[config.mk]
export PLATFORM = sky130hd
export DESIGN_NAME = nibble_serial_addsub_ctrl_flat
export DESIGN_NICKNAME = d
export VERILOG_FILES = /design/src/rtl/nibble_serial_addsub_ctrl_if.sv /design/src/rtl/nibble_serial_addsub_ctrl.sv /design/src/flat_wrapper.sv
export SDC_FILE = /design/constraint.sdc
export NUM_CORES = 1
export LEC_CHECK = 0
export ABC_CLOCK_PERIOD_IN_PS = 2200
export CAP_MARGIN = 20
export CELL_PAD_IN_SITES_DETAIL_PLACEMENT = 0
export CELL_PAD_IN_SITES_GLOBAL_PLACEMENT = 1
export CORE_AREA = 2 2 95 97
export DETAILED_ROUTE_END_ITERATION = 16
export DIE_AREA = 0 0 97 99
export PLACE_DENSITY = 0.76
export SYNTH_ARGS = -nofsm -noshare
export SYNTH_HDL_FRONTEND = slang
export SYNTH_SLANG_ARGS = --single-unit
[constraint.sdc]
create_clock -name clk -period 2.2 [get_ports clk]
set_input_delay 0.33 -clock clk [delete_from_list [all_inputs] [get_ports clk]]
set_output_delay 0.33 -clock clk [all_outputs]
set_load 0.05 [all_outputs]
[src/rtl/nibble_serial_addsub_ctrl_if.sv]
// Request/result bus between a requester and the nibble-serial add/sub sequencer.
// The master modport is the requester side, and the slave modport is the sequencer side.
interface nibble_serial_addsub_ctrl_if #(
    parameter int WIDTH = 16
);
    logic             start;
    logic             op;
    logic [WIDTH-1:0] a;
    logic [WIDTH-1:0] b;
    logic             busy;
    logic             done;
    logic [WIDTH-1:0] result;
    logic             cout;
    logic             overflow;

    modport master (
        output start, op, a, b,
        input  busy, done, result, cout, overflow
    );

    modport slave (
        input  start, op, a, b,
        output busy, done, result, cout, overflow
    );
endinterface

[src/rtl/nibble_serial_addsub_ctrl.sv]
// Runs a WIDTH-bit two's-complement add/subtract through one 4-bit slice, one nibble
// per cycle LSB first, with the inter-nibble carry held in a register.
module nibble_serial_addsub_ctrl #(
    parameter int WIDTH = 16
) (
    input logic                        clk,
    input logic                        rst,
    nibble_serial_addsub_ctrl_if.slave bus
);
    localparam int NIB   = WIDTH / 4;
    localparam int IDX_W = $clog2(NIB);

    typedef enum logic [1:0] {
        IDLE = 2'd0,
        RUN  = 2'd1,
        DONE = 2'd2
    } state_t;

    state_t           state;
    state_t           next_state;
    logic [WIDTH-1:0] a_reg;
    logic [WIDTH-1:0] b_reg;
    logic [WIDTH-1:0] acc;
    logic             op_reg;
    logic             carry_reg;
    logic [IDX_W-1:0] idx;
    logic [WIDTH-1:0] result_reg;
    logic             cout_reg;
    logic             overflow_reg;

    logic [3:0]       a_nib;
    logic [3:0]       b_nib;
    logic [4:0]       s;
    logic [3:0]       low;
    logic             last_nib;

    // Operand copies shift right each step, so the current nibble always sits at [3:0].
    always_comb begin
        a_nib    = a_reg[3:0];
        b_nib    = b_reg[3:0] ^ {4{op_reg}};
        s        = {1'b0, a_nib} + {1'b0, b_nib} + {4'b0000, carry_reg};
        low      = {1'b0, a_nib[2:0]} + {1'b0, b_nib[2:0]} + {3'b000, carry_reg};
        last_nib = (idx == IDX_W'(NIB - 1));
    end

    always_ff @(posedge clk or posedge rst) begin
        if (rst) begin
            state <= IDLE;
        end else begin
            state <= next_state;
        end
    end

    always_comb begin
        next_state = state;
        bus.busy   = (state != IDLE);
        bus.done   = (state == DONE);
        case (state)
            IDLE:    if (bus.start) next_state = RUN;
            RUN:     if (last_nib)  next_state = DONE;
            DONE:    next_state = IDLE;
            default: next_state = IDLE;
        endcase
    end

    // The result nibbles enter acc from the top, so after NIB steps acc holds the full result.
    always_ff @(posedge clk or posedge rst) begin
        if (rst) begin
            a_reg        <= '0;
            b_reg        <= '0;
            acc          <= '0;
            op_reg       <= 1'b0;
            carry_reg    <= 1'b0;
            idx          <= '0;
            result_reg   <= '0;
            cout_reg     <= 1'b0;
            overflow_reg <= 1'b0;
        end else begin
            case (state)
                IDLE: begin
                    if (bus.start) begin
                        a_reg     <= bus.a;
                        b_reg     <= bus.b;
                        op_reg    <= bus.op;
                        carry_reg <= bus.op;
                        idx       <= '0;
                        acc       <= '0;
                    end
                end
                RUN: begin
                    a_reg     <= a_reg >> 4;
                    b_reg     <= b_reg >> 4;
                    carry_reg <= s[4];
                    acc       <= {s[3:0], acc[WIDTH-1:4]};
                    idx       <= last_nib ? '0 : idx + 1'b1;
                    if (last_nib) begin
                        result_reg   <= {s[3:0], acc[WIDTH-1:4]};
                        cout_reg     <= s[4];
                        overflow_reg <= low[3] ^ s[4];
                    end
                end
                default: begin
                end
            endcase
        end
    end

    assign bus.result   = result_reg;
    assign bus.cout     = cout_reg;
    assign bus.overflow = overflow_reg;
endmodule

[src/flat_wrapper.sv]
// flat-port wrapper written by rule: the top's interface ports become plain ports
module nibble_serial_addsub_ctrl_flat 
#(
    parameter int WIDTH = 16
)
  (clk, rst, bus_start, bus_op, bus_a, bus_b, bus_busy, bus_done, bus_result, bus_cout, bus_overflow);
  nibble_serial_addsub_ctrl_if #(.WIDTH(WIDTH)) bus_i ();
  input logic clk;
  input logic rst;
  input wire logic [$bits(bus_i.start)-1:0] bus_start;
  input wire logic [$bits(bus_i.op)-1:0] bus_op;
  input wire logic [$bits(bus_i.a)-1:0] bus_a;
  input wire logic [$bits(bus_i.b)-1:0] bus_b;
  output wire logic [$bits(bus_i.busy)-1:0] bus_busy;
  output wire logic [$bits(bus_i.done)-1:0] bus_done;
  output wire logic [$bits(bus_i.result)-1:0] bus_result;
  output wire logic [$bits(bus_i.cout)-1:0] bus_cout;
  output wire logic [$bits(bus_i.overflow)-1:0] bus_overflow;
  assign bus_i.start = bus_start;
  assign bus_i.op = bus_op;
  assign bus_i.a = bus_a;
  assign bus_i.b = bus_b;
  assign bus_busy = bus_i.busy;
  assign bus_done = bus_i.done;
  assign bus_result = bus_i.result;
  assign bus_cout = bus_i.cout;
  assign bus_overflow = bus_i.overflow;
  nibble_serial_addsub_ctrl #(.WIDTH(WIDTH)) u_core (.clk(clk), .rst(rst), .bus(bus_i));
endmodule
Word level (Yosys, flattened, before mapping). Cells that the tools add are included.

Flip-flop bits (word level): 72. Bits of input ports: 36. Output and inout bits: 20.

Add/subtract/negate cells: 5. Reductions and logical operators: 7. Equal/unequal tests: 5. Bitwise operators: 2. Multiplexer cells: 14.

Operator list (number): $pmux W16 S2 (3); $mux W16 (3); $mux W2 (4); $pmux W2 S2 (2); $reduce_and A2 Y1 (4); $add A4 B4 Y5 (1); $add A5 B1 Y5 (1); $add A3 B3 Y4 (1); $add A4 B1 Y4 (1); $eq A2 B2 Y1 const B (2); $reduce_bool A2 Y1 (2); $xor A4 B4 Y4 (1); $add A2 B1 Y2 const B (1); $eq A2 B1 Y1 const B (1); $logic_not A2 Y1 (1); $ne A2 B1 Y1 const B (1); $ne A2 B2 Y1 const B (1); $pmux W1 S2 (1); $mux W1 (1); $xor A1 B1 Y1 (1).

Longest topological paths before layout.
Depth after elaboration: 4. Gate-level depth with buffers: 8. Mapped depth without buffers: 7.

Worst setup path after synthesis. Ideal clock, no wire load.

Path kind: register -> register. Start point: register u_core.op_reg. End point: register u_core.overflow_reg, in the netlist u_core.bus.overflow. Path buffers: 1. Arrival time: 1990 ps. Path slack: 87 ps. Stages on the path, launching flop included: 9. Clock period less this slack: 2113 ps. Library setup time: 123 ps. Path through: dfrtp_1 > clkbuf_1 > xnor2_1 > fa_1 > fa_1 > nand2b_1 > a21oi_1 > xnor2_1 > o21ai_1.

Word-level cells in the longest chain between the ends: 4.

RTL lines: from (decl) (line nibble_serial_addsub_ctrl.sv:24) `logic op_reg;`; from (signal assigned) (line nibble_serial_addsub_ctrl.sv:84) `op_reg <= bus.op;`; $xor A4 B4 Y4 (*) (line nibble_serial_addsub_ctrl.sv:40) `b_nib = b_reg[3:0] ^ {4{op_reg}};`; $add A4 B4 Y5 / $add A3 B3 Y4 (equally long branches) (line nibble_serial_addsub_ctrl.sv:41, nibble_serial_addsub_ctrl.sv:42); $add A5 B1 Y5 / $add A4 B1 Y4 (equally long branches) (line nibble_serial_addsub_ctrl.sv:41, nibble_serial_addsub_ctrl.sv:42); $xor A1 B1 Y1 (*) (line nibble_serial_addsub_ctrl.sv:99) `overflow_reg <= low[3] ^ s[4];`; to (signal assigned) (line nibble_serial_addsub_ctrl.sv:99); to (decl) (line nibble_serial_addsub_ctrl.sv:29) `logic overflow_reg;`.

Every way passes the cells marked *; elsewhere a longest branch is shown, timed or not. A chain may end at the register's enable or synchronous reset.

Worst setup path after layout.
Start point: register u_core.b_reg[0]. End point: register u_core.overflow_reg, in the netlist u_core.bus.overflow.

Word-level cells in the longest chain between the ends: 4.

RTL lines: from (decl) (line nibble_serial_addsub_ctrl.sv:22) `logic [WIDTH-1:0] b_reg;`; from (signal assigned) (line nibble_serial_addsub_ctrl.sv:83) `b_reg <= bus.b;`; from (signal assigned) (line nibble_serial_addsub_ctrl.sv:92) `b_reg <= b_reg >> 4;`; $xor A4 B4 Y4 (*) (line nibble_serial_addsub_ctrl.sv:40); $add A4 B4 Y5 / $add A3 B3 Y4 (equally long branches) (line nibble_serial_addsub_ctrl.sv:41, nibble_serial_addsub_ctrl.sv:42); $add A5 B1 Y5 / $add A4 B1 Y4 (equally long branches) (line nibble_serial_addsub_ctrl.sv:41, nibble_serial_addsub_ctrl.sv:42); $xor A1 B1 Y1 (*) (line nibble_serial_addsub_ctrl.sv:99).

Marked as above.

==> run metrics <==
outcome finished clean; syn nets 351; Reg power frac 0.334; Via density 4.87; Core ar. 8550 sq um; Final Util 0.455; syn avg cell area 9.70 sq um; IO Port Bufs 55; PnR worst setup slack 0.108 ns; first-pass GRT wire length between 10,000 and 15,000 um; initial core utilization 0.350; H-tree Lvls 3; P_int 3.78 mW; vias in the first global route ~2,300; Layout Cells excl Fill ~470; FILL cells 849; Fmax 478 MHz; Yosys Warn Count 0; placed inst area 3670 sq um; post-synthesis cell count 309; placed cells 457; Sum Neg Setup Slack 0 ns; Post-Route WL 6400 um; share of layout cells above drive strength 1 0.110; nets 402; Clock Path Buffers 2; Net Sw Frac 0.431; Tot Pwr 6.65 mW; Final Hold Fails 0; post-DP HPWL 4210 um; Chip Height 99 um; dpl ws 0.0929 ns; largest net degree at the start of global routing 73; top cells by count, synth nand2_1, dfrtp_1, o21ai_0; Worst Max-Slew Pin Slew 0.576 ns; clk slew on worst S/H paths 0.08 ns; minimum clock period 2.09 ns; crit path DAT about 2.3 ns; CP required 2.40 ns; gr usage total 0.139; std cell rows 34; Crit Path Class reg -> reg; Clock Skews 0.0127 ns; Max Cap Viol 0; CTS sink cnt 68; GP Congestion 0.832; Post-CTS Repair Setup Buffers 0; post-synthesis register bit count a little under 70; diode count 0; Mapped Area 3000 sq um; area leader, netlist dfrtp_1; ys async rst share 1.00; Die Footprint 9600 sq um; Worst slew margin 0.615; power share of the clock group 0.161; CP Max Fanout 3; Area Growth Syn to Fin 29.7%; crit path launch type register; top cells by area, synth dfrtp_1, nand2_1, o21ai_0, a31oi_1, mux2_4; drt first pass iters 4; register area share after synthesis 0.568; TritonCTS clock tree yes; # DRC 0; initial antenna violation count 0; Post-synth EDFFs 0; Synth cell types 25; most frequent cell after synthesis nand2_1; post-route cell area 3890 sq um; total number of vias between 2,000 and 2,500; PwrDens 1710 nW/um^2; die width 97 um; Static Leak roughly 1.7 nW; CTS buffer count 9; worst vdd ir approximately 0.61 mV; wire length per cell 13.5 um; HP Class in -> async; predominant post-synthesis flop cell dfrtp_1; I/O pin cnt 56; net switching power of the design 2.86 mW; period utilization 0.951; Comb pwr share 0.505; initial drt markers 90; grt total ovfl 0; worst skew pair latency 0.34 ns; CP Capture Type register; Hold WS 0.361 ns; Root Driver clkbuf_8; Yosys top cell area share 0.568; ANT nets after route 0; Final setup viols 0; Slew Limit Fails 0
[worst max-delay path: stages, from the launching register on]
cell	delay, ns
dfrtp_1	0.40
xnor2_1	0.15
fa_1	0.41
fa_1	0.41
nand2b_1	0.18
a21oi_2	0.20
xnor2_1	0.14
o21ai_1	0.07
[metal layers]
metal  global-route usage  share of wire
met2                0.217           0.47
met3               0.0312          0.043
met4               0.0607          0.017
met1                0.189           0.47
met5                    0              0
[worst paths after layout]
check | startpoint | end | slack, ns | depth (start not counted)
min in group clk | u_core.bus.result[13] | u_core.bus.result[13] | 0.48 | 2
max in group asynchronous | rst | u_core.b_reg[8] | 1.51 | 3
hold reg to reg | u_core.bus.result[13] | u_core.bus.result[13] | 0.48 | 2
setup reg to reg | u_core.b_reg[0] | u_core.bus.overflow | 0.11 | 7
setup / recovery | u_core.b_reg[0] | u_core.bus.overflow | 0.11 | 7
hold / removal | rst | u_core.bus.result[3] | 0.36 | 3
[placed cells by master (no fill, tap or decap), drive strengths merged, types with 4 or more instances in the layout]
cell type | Yosys | layout
a21oi | 4 | 4
a31oi | 22 | 22
buf | 11 | 6
clkbuf | 10 | 11
clkdlybuf4s50 | 0 | 55
dfrtp | 68 | 68
ha | 4 | 4
inv | 7 | 7
mux2 | 13 | 13
nand2 | 92 | 92
nand3 | 5 | 5
nor2 | 27 | 27
o21ai | 30 | 30
xor2 | 4 | 4
[layout make-up]
type | count | area (sq um) | share of cell area
repair buffers | 61 | 633 | 0.163
clock buffers | 11 | 151 | 0.0389
inverters | 7 | 26.3 | 0.00676
well taps | 108 | 135 | 0.0348
multi-input cells | 213 | 1180 | 0.304
flip-flops and latches | 68 | 1700 | 0.438
clock inverters | 5 | 60.1 | 0.0154
[timing repair]
item                       CTS  global route
hold buffers                 0             0
setup endpoints to repair    0             2
resized for setup            0             1
[cells by family (layout without fill, tap and decap cells)]
kind of cell               after synthesis  count (layout)  synth area share
buffers and inverters                   28              84            0.0426
xor gates and xnor gates                 7               7            0.0205
muxes                                   13              13            0.0601
and+or+nand+nor                        129             129             0.171
adders and majority gates                6               6            0.0301
AOI/OAI and AO/OA                       58              58             0.108
DFF                                     68              68             0.568
[power by group through the flow]
stage	Clock (mW)	Sequential, mW	Combinational (mW)
3_3_place_gp	0	2.23	3.30
3_5_place_dp	0	2.25	3.36
4_1_cts	1.10	2.22	3.38
2_1_floorplan	0	2.68	1.96
5_1_grt	1.15	2.29	3.78
6_report	1.07	2.22	3.36
No activity file was read; power rests on OpenSTA's default activity.
==> variant 1: new RTL, same settings <==
Make the reset (`rst`) synchronous in 2 clocked blocks.
--- a/src/rtl/nibble_serial_addsub_ctrl.sv
+++ b/src/rtl/nibble_serial_addsub_ctrl.sv
@@ -44,5 +44,5 @@
     end
 
-    always_ff @(posedge clk or posedge rst) begin
+    always_ff @(posedge clk) begin
         if (rst) begin
             state <= IDLE;
@@ -65,5 +65,5 @@
 
     // The result nibbles enter acc from the top, so after NIB steps acc holds the full result.
-    always_ff @(posedge clk or posedge rst) begin
+    always_ff @(posedge clk) begin
         if (rst) begin
             a_reg        <= '0;
Function: differs if rst is asserted again (counterexample within 4 cycles, from zero or initial values and one cycle with rst high); with rst held inactive, the same outputs for 10 cycles.
==> variant 1 against the original RTL <==
- design area is 6.2% lower
- routed wire length is 1.1% higher
- sequential cell count stayed put
- via count is 4.9% higher
- first-iteration DRC count is 28% higher
- final cell count is 6.1% higher
- area after synthesis is 6.5% lower
- count of clock-buffer cells in the layout is 2 lower
- synthesized cell count is 11% higher
- setup slack better by 0.017 ns
- critical path type unchanged
- critical endpoint is now u_core.bus.overflow
Power is not compared: it rests on default switching activity, and its combinational part moved more than twofold at a synthesized area within 25%.
==> variant 1: results (changes against the original RTL) <==
status: finished, final reports clean
Clock Skew: 0.0149 ns (+0.00223 ns)
sequential share of the synthesized area: 48.6% (-8.2 points)
Multi-In Gates: 241 (+13%)
invs w/o clock: 5 (-2)
Seq/total area: 37.3% (-6.4 points)
number of global-route vias before repair: 2263 (-2.5%)
Place WS: 0.0744 ns (-0.0185 ns)
via count: 2416 (+4.9%)
most frequent cells after synthesis: nand2_1 (87), dfxtp_1 (68), nor2_1 (50)
PortBufs: 55 (unchanged)
initial DRC count: 115 (+28%)
postcts setup bufs: 0 (unchanged)
number of distinct library cells after synthesis: 31 (+24%)
Max IR drop VDD: 0.301 mV
Slew HR: 59.5% (-1.9 points)
Area contributors post-synth: dfxtp_1 (49%), nand2_1 (12%), a311oi_1 (7.5%), nor2_1 (6.7%), a21oi_1 (4.8%)
Hold/Removal Path Class: reg2reg
Mapped Cells: 342 (+11%)
leakage power: 1.34 nW
routability cong.: 0.770 (-7.5%)
largest net degree at the start of global routing: 49 (-33%)
clk pwr: 0.00111 W
YS warnings: 0 (unchanged)
FILL cells: 884 (+4.1%)
Post-DP HPWL: 4.52 mm (+7.2%)
P_seq: 0.00134 W
Seq cells: 68 (unchanged)
fraction of area in multi-input gates: 35.2% (+4.9 points)
CTS Buf Count: 9 (unchanged)
ClkCell Share: 5.87% (+0.43 points)
net count after synthesis: 384 (+9.4%)
H-tree levels: 3 (unchanged)
diode count: 0 (unchanged)
Root Driver: clkbuf_8
Wirelength per Cell: 12.9 um (-4.7%)
layout cells sized above 1: 7.87% (-3.1 points)
asr flop ratio synth: 0% (-100 points)
placed instance count: 487 (+6.6%)
Non-Filler Instances: 502 (+6.1%)
Signal buffers: 65 (+6.6%)
setup violators final: 0 (unchanged)
clk_lat worst skew: 0.35 ns
DRT Pass-1 Iters: 4 (unchanged)
number of nets in the layout: 432 (+7.5%)
Signal buf overhead: 17.4% (+1.1 points)
Power, Total: 0.00283 W
area leader, netlist: dfxtp_1
first-pass GRT wire length: 10.6 mm (-2.8%)
Worst-path clk slew: 0.07 ns
initial antenna violation count: 0 (unchanged)
gr usage total: 13.7% (-0.27 points)
Crit path arrival time: 2.32 ns (+0.02 ns)
critical path peak fanout: 3 (unchanged)
## variant 1: cell types whose count changed in the layout (fill, tap and decap cells not counted), moves of 3 or more
cell / delta
dfxtp_1: +68
nand2_1: -4
mux2_2: -4
a211oi_1: +3
a311oi_1: +24
buf_4: +6
a22oi_1: +9
a31oi_1: -20
nand3_1: +4
mux2_4: -9
dfrtp_1: -68
o21ai_0: -27
a21oi_1: +23
nor2_1: +22
## variant 1: stage by stage
step	TNS [ns]	hold slack [ns]	area (sq um)
after floorplan	0	0.432	2800
after global placement	0	0.445	3430
final	0	0.454	3650
after CTS	0	0.457	3640
after global routing	-0.00366	0.475	3650
after detailed placement	0	0.449	3430
## variant 1: routing by layer
metal	vias to the layer above	track usage, %	part of all wire [%]
met5	-	0	0
met4	0	6.50	1.5
met3	8	3.97	4.2
met2	56	22.4	46
met1	1097	16.6	49
li1	1255	-	-
## variant 1: cell families (layout without fill, tap and decap cells)
kind of cell / count (synthesis) / count (layout) / synth area share, %
xor gates and xnor gates: 7 / 7 / 2.19
adders and majority gates: 6 / 6 / 3.21
DFF: 68 / 68 / 48.6
AOI/OAI and AO/OA: 69 / 69 / 17.2
and+or+nand+nor: 159 / 159 / 22.9
buffers and inverters: 33 / 85 / 5.85
## variant 1: path summary, 6_finish.rpt
| check | startpoint | endpoint | slack, ns | cells after the start |
|---|---|---|---|---|
| max | u_core.op_reg | u_core.bus.overflow | 0.12 | 7 |
| min | u_core.bus.result[8] | u_core.bus.result[8] | 0.45 | 2 |
| max reg2reg | u_core.op_reg | u_core.bus.overflow | 0.12 | 7 |
| min reg2reg | u_core.bus.result[8] | u_core.bus.result[8] | 0.45 | 2 |
## variant 1: worst min-delay path: cells and delay by family (launching register included)
family / cells / cell delay, ns
flops: 1 / 0.31
simple gates: 1 / 0.05
compound gates: 1 / 0.05
==> variant 2: new RTL, config.mk and constraints unchanged <==
Made on the original files. `WIDTH` is set to 16 in 3 places; all go to 8.
--- a/src/rtl/nibble_serial_addsub_ctrl_if.sv
+++ b/src/rtl/nibble_serial_addsub_ctrl_if.sv
@@ -2,5 +2,5 @@
 // The master modport is the requester side, and the slave modport is the sequencer side.
 interface nibble_serial_addsub_ctrl_if #(
-    parameter int WIDTH = 16
+    parameter int WIDTH = 8
 );
     logic             start;
--- a/src/rtl/nibble_serial_addsub_ctrl.sv
+++ b/src/rtl/nibble_serial_addsub_ctrl.sv
@@ -2,5 +2,5 @@
 // per cycle LSB first, with the inter-nibble carry held in a register.
 module nibble_serial_addsub_ctrl #(
-    parameter int WIDTH = 16
+    parameter int WIDTH = 8
 ) (
     input logic                        clk,
--- a/src/flat_wrapper.sv
+++ b/src/flat_wrapper.sv
@@ -2,5 +2,5 @@
 module nibble_serial_addsub_ctrl_flat 
 #(
-    parameter int WIDTH = 16
+    parameter int WIDTH = 8
 )
   (clk, rst, bus_start, bus_op, bus_a, bus_b, bus_busy, bus_done, bus_result, bus_cout, bus_overflow);
Interface: changed (resized bus_a, bus_b and bus_result); port bits go from 56 to 32. The function was not compared with the original's and may differ.
==> variant 2 against the original RTL <==
- sequential cell count is 33 lower
- setup slack better by 0.014 ns
- die area stayed put
- design area is 46% lower
- routed wire length is 51% lower
- combinational power is 38% lower
- power is 45% lower
- sequential power is 47% lower
- area after synthesis is 47% lower
- synthesized cell count is 49% lower
- critical endpoint unchanged
- largest power group unchanged
==> variant 2: results (changes against the original RTL) <==
Wirelength per Cell: 10.5 um (-22%)
Pint: 0.00204 W (-46%)
Post-DP HPWL: 2.28 mm (-46%)
M1 WL: 1.52 mm (-49%)
gr usage total: 7.04% (-6.9 points)
routability cong.: 0.779 (-6.4%)
critical path peak fanout: 3 (unchanged)
PortBufs: 31 (-44%)
most frequent cells after synthesis: nand2_1 (44), dfrtp_1 (35), o21ai_0 (15)
via count: 1136 (-51%)
clk_lat worst skew: 0.28 ns (-0.06 ns)
net count after synthesis: 184 (-48%)
DRC: 0 (unchanged)
status: finished, final reports clean
Critical Path Source: u_core.op_reg
Area contributors post-synth: dfrtp_1 (55%), nand2_1 (10%), o21ai_0 (4.7%), mux2_2 (3.5%), a31oi_1 (3.1%)
area of placed instances: 2010 sq um (-45%)
first-pass GRT wire length: 5.37 mm (-51%)
metal3 WL: 187 um (-32%)
sequential share of the synthesized area: 54.8% (-2.0 points)
Max IR drop VDD: 0.410 mV (-33%)
Clock Skew: 0.00338 ns (-0.00934 ns)
layout cells sized above 1: 11.1% (+0.094 points)
Crit path arrival time: 2.24 ns (-0.06 ns)
Place WS: 0.0634 ns (-0.0295 ns)
leakage power: 0.922 nW (-47%)
largest net degree at the start of global routing: 36 (-51%)
WL met2: 1.37 mm (-54%)
Post-synth top flop: dfrtp_1
H-tree levels: 2 (-1)
number of distinct library cells after synthesis: 26 (+4.0%)
Worst-path clk slew: 0.06 ns (-0.02 ns)
CTS Buf Count: 5 (-4)
Max Clk Rate: 0.481 GHz (+0.70%)
initial DRC count: 27 (-70%)
==> variant 2: cell count changes after synthesis, sizes merged, moves of 4 or more <==
cell | unedited run | this run
clkbuf | 10 | 1
nor2 | 27 | 9
nand2 | 92 | 45
inv | 7 | 3
mux2 | 13 | 6
o21ai | 30 | 18
a31oi | 22 | 8
dfrtp | 68 | 35
==> variant 2: cells by family (layout without fill, tap and decap cells) <==
logic type / Yosys count / in the layout / share of synthesized area [%]
compound gates: 31 / 31 / 10.8
simple gates: 62 / 62 / 16.4
mux: 6 / 6 / 4.46
xor+xnor: 7 / 7 / 3.83
buf+inv: 13 / 44 / 4.93
fa+ha+maj: 5 / 5 / 4.85
flops: 35 / 35 / 54.8
==> variant 2: routing by layer <==
layer	vias to the layer above	global-route usage, %
met2	28	10.8
met5	-	0
li1	586	-
met4	0	2.60
met1	517	9.20
met3	5	2.41
==> variant 2: through the flow <==
stage,utilization (%),instances,hold slack [ns]
2_1_floorplan,-,159,0.447
3_3_place_gp,23.5,292,0.475
3_5_place_dp,23.5,292,0.474
4_1_cts,24.4,298,0.481
5_1_grt,24.4,298,0.500
6_report,24.4,298,0.457
==> variant 2: critical path, cell delays in order, from the launching register on <==
cell,delay [ns]
dfrtp_1,0.39
xor2_1,0.19
fa_2,0.41
fa_2,0.38
a21o_1,0.20
a21oi_2,0.18
xnor2_1,0.14
o21ai_1,0.08
==> variant 2: power by group through the flow <==
stage	Sequential, W	Combinational, W	Clock (W)
finish	0.00118	0.00207	0.000410
global route	0.00123	0.00234	0.000450
CTS	0.00118	0.00211	0.000425
detailed placement	0.00119	0.00209	0
global placement	0.00118	0.00207	0
floorplan	0.00144	0.00134	0
==> variant 2: repair_timing <==
item	in CTS	in global routing
gates resized for setup	0	1
endpoints found under the hold margin	0	0
setup endpoints to repair	0	1
==> variant 2: how the worst min path moves through the flow <==
stage,slack [ns],to,start,cells past startpoint
5_1_grt,0.50,u_core.bus.result[1],rst,3
3_5_place_dp,0.47,u_core.bus.cout,u_core.bus.cout,2
6_report,0.46,u_core.bus.result[0],rst,3
3_3_place_gp,0.48,u_core.bus.cout,u_core.bus.cout,2
4_1_cts,0.48,u_core.bus.result[0],rst,3
2_1_floorplan,0.45,u_core.a_reg[4],bus_a[4],2
==> variant 2: final cells by class <==
| type | instances | area share, % |
|---|---|---|
| Sequential cell | 35 | 41.9 |
| Multi-Input combinational cell | 111 | 31.3 |
| Timing Repair Buffer | 35 | 16.3 |
| Tap cell | 108 | 6.47 |
| Clock buffer | 6 | 3.48 |
| Inverter | 3 | 0.539 |
